`src/rtl/rng_word_pool_if.sv`:
```
// Read-side handshake bundle for rng_word_pool: the pool is the master (valid/data),
// the CPU-side reader is the slave (ready).
interface rng_word_pool_if;
  logic        rd_valid;
  logic        rd_ready;
  logic [31:0] rd_data;

  modport master (output rd_valid, output rd_data, input rd_ready);
  modport slave  (input rd_valid, input rd_data, output rd_ready);
endinterface

```
`src/rtl/rng_word_pool.sv`:
```
// Decimated LFSR sampler: folds the 128-bit state to 32 bits and queues words for a reader.
// Optional repetition health test is built when RNG_WORD_POOL_HEALTH_EN is defined.
module rng_word_pool #(
  parameter int DEPTH = 4,
  parameter int DECIM = 128
) (
  input  logic                     clk,
  input  logic                     rst,
  input  logic [127:0]             lfsr,
  input  logic                     enable,
  rng_word_pool_if.master          rd,
  output logic [$clog2(DEPTH):0]   level,
  output logic                     health_err
);

  localparam int AW = $clog2(DEPTH);
  localparam int CW = (DECIM > 1) ? $clog2(DECIM) : 1;
  localparam logic [CW-1:0] CNT_LAST = CW'(DECIM - 1);
  localparam logic [AW:0]   LVL_FULL = (AW + 1)'(DEPTH);

  logic [CW-1:0] cnt;
  logic [AW-1:0] wr_ptr;
  logic [AW-1:0] rd_ptr;
  logic [31:0]   mem [DEPTH];

  logic          strobe;
  logic [31:0]   sample_word;
  logic          pop;
  logic          push;
  logic          full;
  logic          rep_hit;

  assign strobe      = enable && (cnt == CNT_LAST);
  assign sample_word = lfsr[31:0] ^ lfsr[63:32] ^ lfsr[95:64] ^ lfsr[127:96];

  assign rd.rd_valid = (level != '0);
  assign rd.rd_data  = rd.rd_valid ? mem[rd_ptr] : 32'h0;

  assign full = (level == LVL_FULL);
  assign pop  = rd.rd_valid && rd.rd_ready;
  // A full FIFO still accepts the word when the reader frees a slot on the same edge.
  assign push = strobe && !rep_hit && (!full || pop);

  always_ff @(posedge clk) begin
    if (rst) begin
      cnt <= '0;
    end else if (enable) begin
      cnt <= (cnt == CNT_LAST) ? '0 : cnt + CW'(1);
    end
  end

  always_ff @(posedge clk) begin
    if (!rst && push) begin
      mem[wr_ptr] <= sample_word;
    end
  end

  always_ff @(posedge clk) begin
    if (rst) begin
      wr_ptr <= '0;
      rd_ptr <= '0;
      level  <= '0;
    end else begin
      if (push) wr_ptr <= wr_ptr + AW'(1);
      if (pop)  rd_ptr <= rd_ptr + AW'(1);
      unique case ({push, pop})
        2'b10:   level <= level + (AW + 1)'(1);
        2'b01:   level <= level - (AW + 1)'(1);
        default: level <= level;
      endcase
    end
  end

`ifdef RNG_WORD_POOL_HEALTH_EN
  logic [31:0] prev_word;
  logic        prev_vld;

  assign rep_hit = prev_vld && (sample_word == prev_word);

  // History tracks every strobe, including words dropped because the FIFO was full.
  always_ff @(posedge clk) begin
    if (rst) begin
      prev_word  <= '0;
      prev_vld   <= 1'b0;
      health_err <= 1'b0;
    end else if (strobe) begin
      prev_word <= sample_word;
      prev_vld  <= 1'b1;
      if (rep_hit) health_err <= 1'b1;
    end
  end
`else
  assign rep_hit    = 1'b0;
  assign health_err = 1'b0;
`endif

endmodule

```
`src/flat_wrapper.sv`:
```
// flat-port wrapper written by rule: the top's interface ports become plain ports
module rng_word_pool_flat 
#(
  parameter int DEPTH = 4,
  parameter int DECIM = 128
)
  (clk, rst, lfsr, enable, level, health_err, rd_rd_valid, rd_rd_data, rd_rd_ready);
  rng_word_pool_if rd_i ();
  input  logic clk;
  input  logic rst;
  input  logic [127:0] lfsr;
  input  logic enable;
  output logic [$clog2(DEPTH):0] level;
  output logic health_err;
  output wire logic [$bits(rd_i.rd_valid)-1:0] rd_rd_valid;
  output wire logic [$bits(rd_i.rd_data)-1:0] rd_rd_data;
  input wire logic [$bits(rd_i.rd_ready)-1:0] rd_rd_ready;
  assign rd_rd_valid = rd_i.rd_valid;
  assign rd_rd_data = rd_i.rd_data;
  assign rd_i.rd_ready = rd_rd_ready;
  rng_word_pool #(.DEPTH(DEPTH), .DECIM(DECIM)) u_core (.clk(clk), .rst(rst), .lfsr(lfsr), .enable(enable), .rd(rd_i), .level(level), .health_err(health_err));
endmodule
```
`config.mk`:
```
export PLATFORM = sky130hd
export DESIGN_NAME = rng_word_pool_flat
export DESIGN_NICKNAME = d
export VERILOG_FILES = /design/src/rtl/rng_word_pool_if.sv /design/src/rtl/rng_word_pool.sv /design/src/flat_wrapper.sv
export SDC_FILE = /design/constraint.sdc
export NUM_CORES = 1
export LEC_CHECK = 0
export ABC_AREA = 1
export CAP_MARGIN = 20
export CELL_PAD_IN_SITES_DETAIL_PLACEMENT = 0
export CELL_PAD_IN_SITES_GLOBAL_PLACEMENT = 1
export CORE_ASPECT_RATIO = 0.75
export CORE_MARGIN = 2
export CORE_UTILIZATION = 38
export CTS_CLUSTER_SIZE = 14
export DETAILED_ROUTE_END_ITERATION = 8
export PLACE_DENSITY = 0.81
export RECOVER_POWER = 25
export SLEW_MARGIN = 10
export SYNTH_ARGS = -nofsm -noshare
export SYNTH_HDL_FRONTEND = slang
export SYNTH_SLANG_ARGS = --single-unit
```
`constraint.sdc`:
```
create_clock -name clk -period 2.8 [get_ports clk]
set_input_delay 0.56 -clock clk [delete_from_list [all_inputs] [get_ports clk]]
set_output_delay 0.56 -clock clk [all_outputs]
set_load 0.005 [all_outputs]
```
==> summary.txt, run 1 <==
Clocking
  • TritonCTS buffer count: 17
  • Number of hold buffers added after CTS: 0
  • Clock Sink Count: 144
  • CTS Buffer Depth: 2
  • Skew-Pair Late Insertion Delay: 0.41 ns
  • CTS tree: done
  • CTS root buf: clkbuf_16
  • Clk slew on worst S/H paths: 0.06 ns
  • H-tree lvl count: 4

STA
  • Max Clock Freq: 370 MHz
  • Final Hold Vio Count: 0
  • Setup ws final: 0.100 ns
  • Period utilization: 96.4%
  • Slew Viols, Final: 0
  • Post-route setup TNS: 0 ns
  • RSZ-0062 raised after global routing: true
  • Clock skew: 0.00889 ns
  • Finish-stage setup viols: 0
  • Final hold slack: 0.499 ns
  • Tmin final: 2.70 ns

Setup path
  • Startpoint types: register
  • Crit Path Class: register to primary output
  • CP endpoint kind: primary output
  • WP data required: 2.24 ns
  • Data arrival, critical path: 2.14 ns
  • Worst Path Max Fanout: 29

Cells and area
  • Filler cell count: 1383
  • Inserted Diodes: 0
  • Final #Nets: 908
  • Area Growth Syn to Fin: 41.3%
  • FF/Latch Area: 4170 um2
  • Layout cells sized above 1: 9.46%
  • Non-filler instance count after layout: 1018
  • Multi-input gate area: 2290 um2
  • Util after Layout: 55.3%

Status
  • Status: finished, final reports clean

Power
  • Peak VDD IR: 0.415 mV
  • PwrDens: 616 nW/um2
  • Leak: 3.25 nW

Logic synthesis
  • Post-Syn Instances: 586
  • Asr flop ratio synth: 0%
  • Post-synth top area cell: edfxtp_1
  • Ranking of synthesized cells by area: edfxtp_1, xnor2_1, nor2_1
  • Mapped Area: 6640 um2
  • Mean post-synth cell area: 11.3 um2
  • Seq/Total Area, Yosys: 62.7%
  • Net Count, Synth: 725
  • Post-synth top flop: edfxtp_1
  • Commonest cells post-synth: nor2_1, edfxtp_1, xnor2_1
  • Syn. warnings: 0
  • Most frequent cell after synthesis: nor2_1
  • Synth unique cells: 26
  • Post-synth EDFFs: 128
  • Synth top area share: 57.9%
  • Seq cells post-synth: 144

Global route
  • GRT Util Overall: 17.0%
  • Number of global-route vias before repair: 4900
  • Antenna violations before repair: 0
  • GR Overflow Total: 0
  • Gr busiest metal: met2
  • GR Util met1: 21.4%
  • First-pass GRT wire length: 24200 um
  • Largest net degree at the start of global routing: 33
  • Met2 Use GR: 27.3%
  • GRT met3 Usage: 5.61%

Run
  • Max-cap violations: 0

Route
  • DRC: 0
  • Post-route ant nets: 0
  • DR WL/cell: 14.8 um
  • Vias: 4788
  • Drt pass-1 iters: 5
  • Via-per-instance ratio: 4.70
  • Initial DRC count: 218
  • WL final: 15100 um

Placement
  • Setup WS pre-CTS: 0.129 ns
  • RePlAce Congestion: 0.774
  • PortBufs: 167
  • Hpwl dp: 10200 um
  • Placed insts: 981

Hold path
  • Hold/Removal Path Class: register to register

Floorplan
  • Initial Util: 39.1%
  • DIE WIDTH: 157 um
  • CORE AREA: 17000 um2
  • Total die area: 18600 um2
  • Die extent in y: 118 um
  • I/O pin cnt: 169
  • Num rows: 41
[through the flow]
step           instance area [um2]  power (mW)
3_5_place_dp                  8710        3.62
3_3_place_gp                  8710        3.60
4_1_cts                       9340        5.82
2_1_floorplan                 6640        3.02
6_report                      9380        5.78
5_1_grt                       9380        6.04
[state kept, by name (all words and copies together), names as in the netlist, named ones only]
signal	flops
u_core.rd_ptr	2
u_core.wr_ptr	2
u_core.level	3
u_core.cnt	7
u_core.mem	128
[kinds of logic (layout without fill, tap and decap cells)]
| group | count (synthesis) | after routing | share of synthesized area [%] |
|---|---|---|---|
| buffers and inverters | 48 | 244 | 3.32 |
| AND/OR/NAND/NOR | 180 | 180 | 11.4 |
| AO/OA/AOI/OAI | 107 | 107 | 8.06 |
| adder cells (fa/ha/maj) | 7 | 7 | 1.43 |
| XOR/XNOR | 99 | 99 | 13.1 |
| flip-flops | 144 | 144 | 62.7 |
| other | 1 | 1 | 0.0565 |
[final cells by class]
type                            instances  area share (%)
Clock buffer                           17            4.53
Clock inverter                         15            1.61
Inverter                               24            1.07
Multi-Input combinational cell        394            24.4
Sequential cell                       144            44.4
Tap cell                              236            3.15
Timing Repair Buffer                  188            20.8
[power breakdown]
group | switching, mW | internal (mW)
Clock | 0.914 | 1.25
Sequential | 0.0186 | 2.45
Combinational | 0.566 | 0.595
Total | 1.50 | 4.29
[final timing paths]
| check | from | to | slack [ns] | cells after the start |
|---|---|---|---|---|
| max reg2reg | u_core.cnt[0] | u_core.level[2] | 0.66 | 14 |
| min | u_core.rd_ptr[1] | register | 0.50 | 2 |
| min reg2reg | u_core.rd_ptr[1] | register | 0.50 | 2 |
| max | register | rd_rd_data[12] | 0.10 | 6 |
[cell usage in the layout, fill, tap and decap left out, types with 20 or more instances in the layout]
cell type	count
clkdlybuf4s50_1	147
o21ai_1	21
xnor2_1	66
a21oi_1	35
o21ai_0	47
inv_1	21
xor2_1	33
nor2_1	144
dlygate4sd3_1	20
edfxtp_1	128
[metal layers]
layer	share of wire, %	vias to the layer above	routed length [um]
li1	-	2346	-
met1	43	2240	6520
met2	47	186	7170
met3	7.9	16	1190
met4	1.4	0	210
met5	0	-	0
[critical path, cell delays in order, from the launching register on]
cell	delay, ns
dfxtp_4	0.43
bufbuf_16	0.36
nor2_1	0.07
nor2_1	0.08
o21ai_0	0.08
a21oi_1	0.16
clkdlybuf4s50_1	0.55
[what timing repair did]
item                       4_1_cts  5_1_grt
gates resized for setup          5        6
hold endpoints to repair         0        0
buffers inserted                 1        3
cloned                           1        0
pin swaps                        0        1
setup endpoints to repair        8       27
No activity file was read; power rests on OpenSTA's default activity.
==> inputs of run 2 (changes only) <==
Settings changed: CORE_MARGIN 2 to unset.
==> summary.txt, run 2 (synthesis results as in run 1) <==
Status
  • Status: finished, final reports clean

Clocking
  • CTS Buffer Depth: 2
  • Clock Sink Count: 144
  • CTS root buf: clkbuf_16
  • H-tree lvl count: 4
  • Skew-Pair Late Insertion Delay: 0.41 ns
  • CTS tree: done
  • Number of hold buffers added after CTS: 0
  • TritonCTS buffer count: 17
  • Clk slew on worst S/H paths: 0.06 ns

Power
  • Leak: 3.21 nW
  • Design Power: 5.73 mW
  • P_int: 4.31 mW
  • Reg power frac: 42.9%
  • Peak VDD IR: 0.505 mV
  • Switching Share: 24.8%
  • P_sw: 1.42 mW
  • Clock power share: 37.8%
  • PwrDens: 617 nW/um2
  • Comb pwr share: 19.3%

Route
  • Post-route ant nets: 0
  • Via-per-instance ratio: 4.68
  • Initial DRC count: 288
  • DR WL/cell: 14.1 um
  • DRC: 0
  • Drt pass-1 iters: 4
  • Vias: 4753
  • WL final: 14300 um

Global route
  • GR Overflow Total: 0
  • GRT Util Overall: 16.6%
  • Number of global-route vias before repair: 4571
  • Antenna violations before repair: 0
  • First-pass GRT wire length: 22700 um
  • Largest net degree at the start of global routing: 41

Cells and area
  • Largest Register: u_core.mem
  • Commonest non-fill, non-tap cell in the layout: clkdlybuf4s50_1
  • Max reg flops: 128
  • Final Cell Area: 9290 um2
  • Area Growth Syn to Fin: 39.9%
  • Inserted Diodes: 0
  • Non-filler instance count after layout: 1016
  • FF/Latch Area: 4170 um2
  • Util after Layout: 54.7%
  • Commonest cells after routing, fill and taps aside: clkdlybuf4s50_1, nor2_1, edfxtp_1
  • Top Registers: u_core.mem (128), u_core.cnt (7), u_core.level (3)
  • Filler cell count: 1424
  • Multi-input gate area: 2290 um2
  • Final #Nets: 906
  • Layout cells sized above 1: 8.46%

STA
  • Clock skew: 0.0122 ns
  • Period utilization: 95.8%
  • RSZ-0062 raised after global routing: false
  • Slew Viols, Final: 0
  • Worst Max-Slew Pin Slew: 0.526 ns
  • Max Clock Freq: 373 MHz
  • Final hold slack: 0.495 ns
  • Normalized max-slew margin: 64.7%
  • Setup ws final: 0.118 ns
  • Post-route setup TNS: 0 ns
  • Finish-stage setup viols: 0
  • Final Hold Vio Count: 0
  • Tmin final: 2.68 ns

Setup path
  • CP delay by family, top: buffers and inverters
  • Critical-path cell with the highest stage delay: clkdlybuf4s50_1
  • WP data required: 2.24 ns
  • Worst Path Max Fanout: 13
  • CP cell instances: nor2_1, nand2_1, inv_1, buf_4, a21oi_1, clkdlybuf4s50_1
  • Crit path buffers/inverters: 3
  • Startpoint types: register
  • Crit Path Class: register to primary output
  • CP endpoint kind: primary output
  • Data arrival, critical path: 2.12 ns
  • Largest stage delay, worst path: 0.55 ns

Floorplan
  • DIE WIDTH: 155 um
  • Total die area: 18000 um2
  • Die extent in y: 116 um
  • Num rows: 41
  • Initial Util: 39.1%
  • CORE AREA: 17000 um2
  • I/O pin cnt: 169

Run
  • Max-cap violations: 0

Placement
  • Placed insts: 982
  • Setup WS pre-CTS: 0.131 ns
  • DP Area: 8660 um2
  • Hpwl dp: 9830 um
  • PortBufs: 167
  • RePlAce Congestion: 0.789

Hold path
  • Hold/Removal Path Class: register to register
run 2: worst paths after layout:
kind	start	to	slack, ns	cells after the start
setup / recovery	u_core.level[1]	rd_rd_data[11]	0.12	6
hold / removal	u_core.cnt[5]	u_core.cnt[5]	0.50	2
setup reg to reg	u_core.cnt[0]	u_core.level[2]	0.69	14
hold reg to reg	u_core.cnt[5]	u_core.cnt[5]	0.50	2
run 2: worst reg2reg max path, cell delays in order, from the launching register on:
cell and delay (ns):
dfxtp_1 0.32, ha_1 0.21, nand2_2 0.14, nor2_8 0.07, nand2_4 0.07, nor2_4 0.05, inv_1 0.06, ha_1 0.14
inv_1 0.06, fa_1 0.37, or2_2 0.30, nand2_1 0.08, nand2_1 0.05, nand2_1 0.05, nor2_1 0.04
run 2: routing by layer:
layer	up-vias	track usage (%)	part of all wire, %
li1	2342	-	-
met1	2209	21.4	45
met2	191	27.3	47
met3	11	4.86	7.4
met4	0	4.95	0.77
met5	-	0	0
run 2: timing repair:
action / CTS / global route
setup buffers: 2 / 0
setup endpoints to repair: 4 / 8
pin swaps: 0 / 1
gates cloned: 0 / 0
gates resized for setup: 2 / 7
run 2: final cells by class:
| type | instances | area share [%] |
|---|---|---|
| flip-flops and latches | 144 | 44.9 |
| multi-input cells | 394 | 24.6 |
| repair buffers | 186 | 20.2 |
| clock buffers | 20 | 4.70 |
| well taps | 236 | 3.18 |
| clock inverters | 12 | 1.46 |
| inverters | 24 | 1.01 |
run 2: power by group through the flow:
stage / sequential (mW) / clock [mW] / combinational, mW
6_report: 2.46 / 2.16 / 1.11
3_3_place_gp: 2.50 / 0 / 1.09
4_1_cts: 2.46 / 2.20 / 1.11
5_1_grt: 2.46 / 2.30 / 1.22
2_1_floorplan: 2.50 / 0 / 0.525
3_5_place_dp: 2.50 / 0 / 1.10
==> inputs of run 3 (changes only) <==
Clock period 2.8 ns to 2.7 ns, I/O delays scaled along.
==> summary.txt, run 3 (synthesis results as in run 1) <==
Status
  • Status: finished, final reports clean

Route
  • Drt pass-1 iters: 4
  • Post-route ant nets: 0
  • Initial DRC count: 233
  • DRC: 0
  • Vias: 4723
  • Via-per-instance ratio: 4.64
  • WL final: 14900 um
  • DR WL/cell: 14.7 um

Setup path
  • WP data required: 2.16 ns
  • Critical-path cell with the highest stage delay: clkdlybuf4s50_1
  • CP endpoint kind: primary output
  • CP cell instances: nor2_1, nand2_2, inv_1, buf_4, a21oi_1, clkdlybuf4s50_1
  • Worst Path Max Fanout: 13
  • Largest stage delay, worst path: 0.54 ns
  • Crit Path Class: register to primary output
  • FF-to-FF path depth: 14
  • Data arrival, critical path: 2.04 ns
  • Startpoint types: register

STA
  • Max Clock Freq: 387 MHz
  • Final Hold Vio Count: 0
  • Slew Viols, Final: 0
  • Period utilization: 95.6%
  • Normalized max-slew margin: 66.0%
  • RSZ-0062 raised after global routing: false
  • Final hold slack: 0.509 ns
  • Worst Max-Slew Pin Slew: 0.507 ns
  • Setup ws final: 0.118 ns
  • Finish-stage setup viols: 0
  • Post-route setup TNS: 0 ns
  • Clock skew: 0.00656 ns
  • Tmin final: 2.58 ns

Clocking
  • CTS root buf: clkbuf_16
  • CTS Buffer Depth: 2
  • CTS tree: done
  • Number of hold buffers added after CTS: 0
  • TritonCTS buffer count: 17
  • H-tree lvl count: 4
  • Clock Sink Count: 144
  • Skew-Pair Late Insertion Delay: 0.41 ns
  • Clk slew on worst S/H paths: 0.06 ns

Global route
  • GR Overflow Total: 0
  • GRT Util Overall: 17.3%
  • Number of global-route vias before repair: 4703
  • First-pass GRT wire length: 23300 um
  • Largest net degree at the start of global routing: 39
  • Antenna violations before repair: 0

Power
  • PwrDens: 637 nW/um2
  • Leak: 3.27 nW
  • Peak VDD IR: 0.444 mV

Cells and area
  • FF/Latch Area: 4170 um2
  • Final #Nets: 907
  • Multi-input gate area: 2300 um2
  • Inserted Diodes: 0
  • Max reg flops: 128
  • Top Registers: u_core.mem (128), u_core.cnt (7), u_core.level (3)
  • Commonest cells after routing, fill and taps aside: clkdlybuf4s50_1, nor2_1, edfxtp_1
  • Filler cell count: 1386
  • Area Growth Syn to Fin: 41.1%
  • Commonest non-fill, non-tap cell in the layout: clkdlybuf4s50_1
  • Layout cells sized above 1: 9.09%
  • Largest Register: u_core.mem
  • Final Cell Area: 9370 um2
  • Non-filler instance count after layout: 1017

Run
  • Max-cap violations: 0

Placement
  • Hpwl dp: 9850 um
  • Placed insts: 981
  • RePlAce Congestion: 0.783
  • Setup WS pre-CTS: 0.0293 ns
  • PortBufs: 167
  • DP Area: 8730 um2

Hold path
  • WHS Path Cells: 2
  • Hold/Removal Path Class: register to register

Floorplan
  • Total die area: 18000 um2
  • I/O pin cnt: 169
  • CORE AREA: 17000 um2
  • Initial Util: 39.1%
  • Num rows: 41
  • Die extent in y: 116 um
  • DIE WIDTH: 155 um
## run 3: cell count changes in the layout (fill, tap and decap cells not counted), moves of 2 or more
| cell | before | now |
|---|---|---|
| clkdlybuf4s50_1 | 147 | 145 |
| a21oi_1 | 36 | 34 |
| buf_12 | 4 | 9 |
| a21oi_2 | 3 | 5 |
| clkinv_2 | 1 | 3 |
| dlymetal6s2s_1 | 0 | 2 |
| buf_4 | 13 | 9 |
| clkbuf_1 | 3 | 1 |
## run 3: final timing paths
check | startpoint | slack [ns] | to
setup reg to reg | u_core.cnt[0] | 0.52 | u_core.level[2]
setup / recovery | u_core.level[1] | 0.12 | rd_rd_data[11]
hold reg to reg | u_core.cnt[0] | 0.51 | u_core.cnt[0]
hold / removal | u_core.cnt[0] | 0.51 | u_core.cnt[0]
## run 3: area by class of cell
class | instances | share of cell area (%)
flip-flops and latches | 144 | 44.5
repair buffers | 187 | 20.8
clock buffers | 18 | 4.58
inverters | 24 | 1.00
clock inverters | 14 | 1.50
multi-input cells | 394 | 24.5
well taps | 236 | 3.15
## run 3: where the power goes
group | switching, mW | internal (mW)
logic | 0.578 | 0.592
registers | 0.0175 | 2.54
clock network | 0.887 | 1.35
total | 1.48 | 4.48
## run 3: metrics by stage
stage | power [mW] | utilization [%]
3_5_place_dp | 3.76 | 51.4
6_report | 5.97 | 55.2
3_3_place_gp | 3.73 | 51.4
4_1_cts | 6.01 | 55.0
2_1_floorplan | 3.13 | -
5_1_grt | 6.22 | 55.2
## run 3: what timing repair did
| action | CTS | global route |
|---|---|---|
| endpoints found under the setup margin | 22 | 19 |
| pin swaps | 1 | 1 |
| resized for setup | 3 | 9 |
| gates cloned | 0 | 0 |
| setup buffers | 4 | 0 |
## run 3: metal layers
layer	GRT usage [%]	vias up	wire length, um
met3	5.08	6	1090
met4	4.88	0	110
li1	-	2339	-
met2	29.8	174	7320
met5	0	-	0
met1	21.4	2204	6400
## run 3: critical path: cells and delay by family, from the launching register on
kind,cells,cell delay (ns)
AO/OA/AOI/OAI,1,0.23
buffers and inverters,3,0.82
flip-flops,1,0.38
AND/OR/NAND/NOR,2,0.20
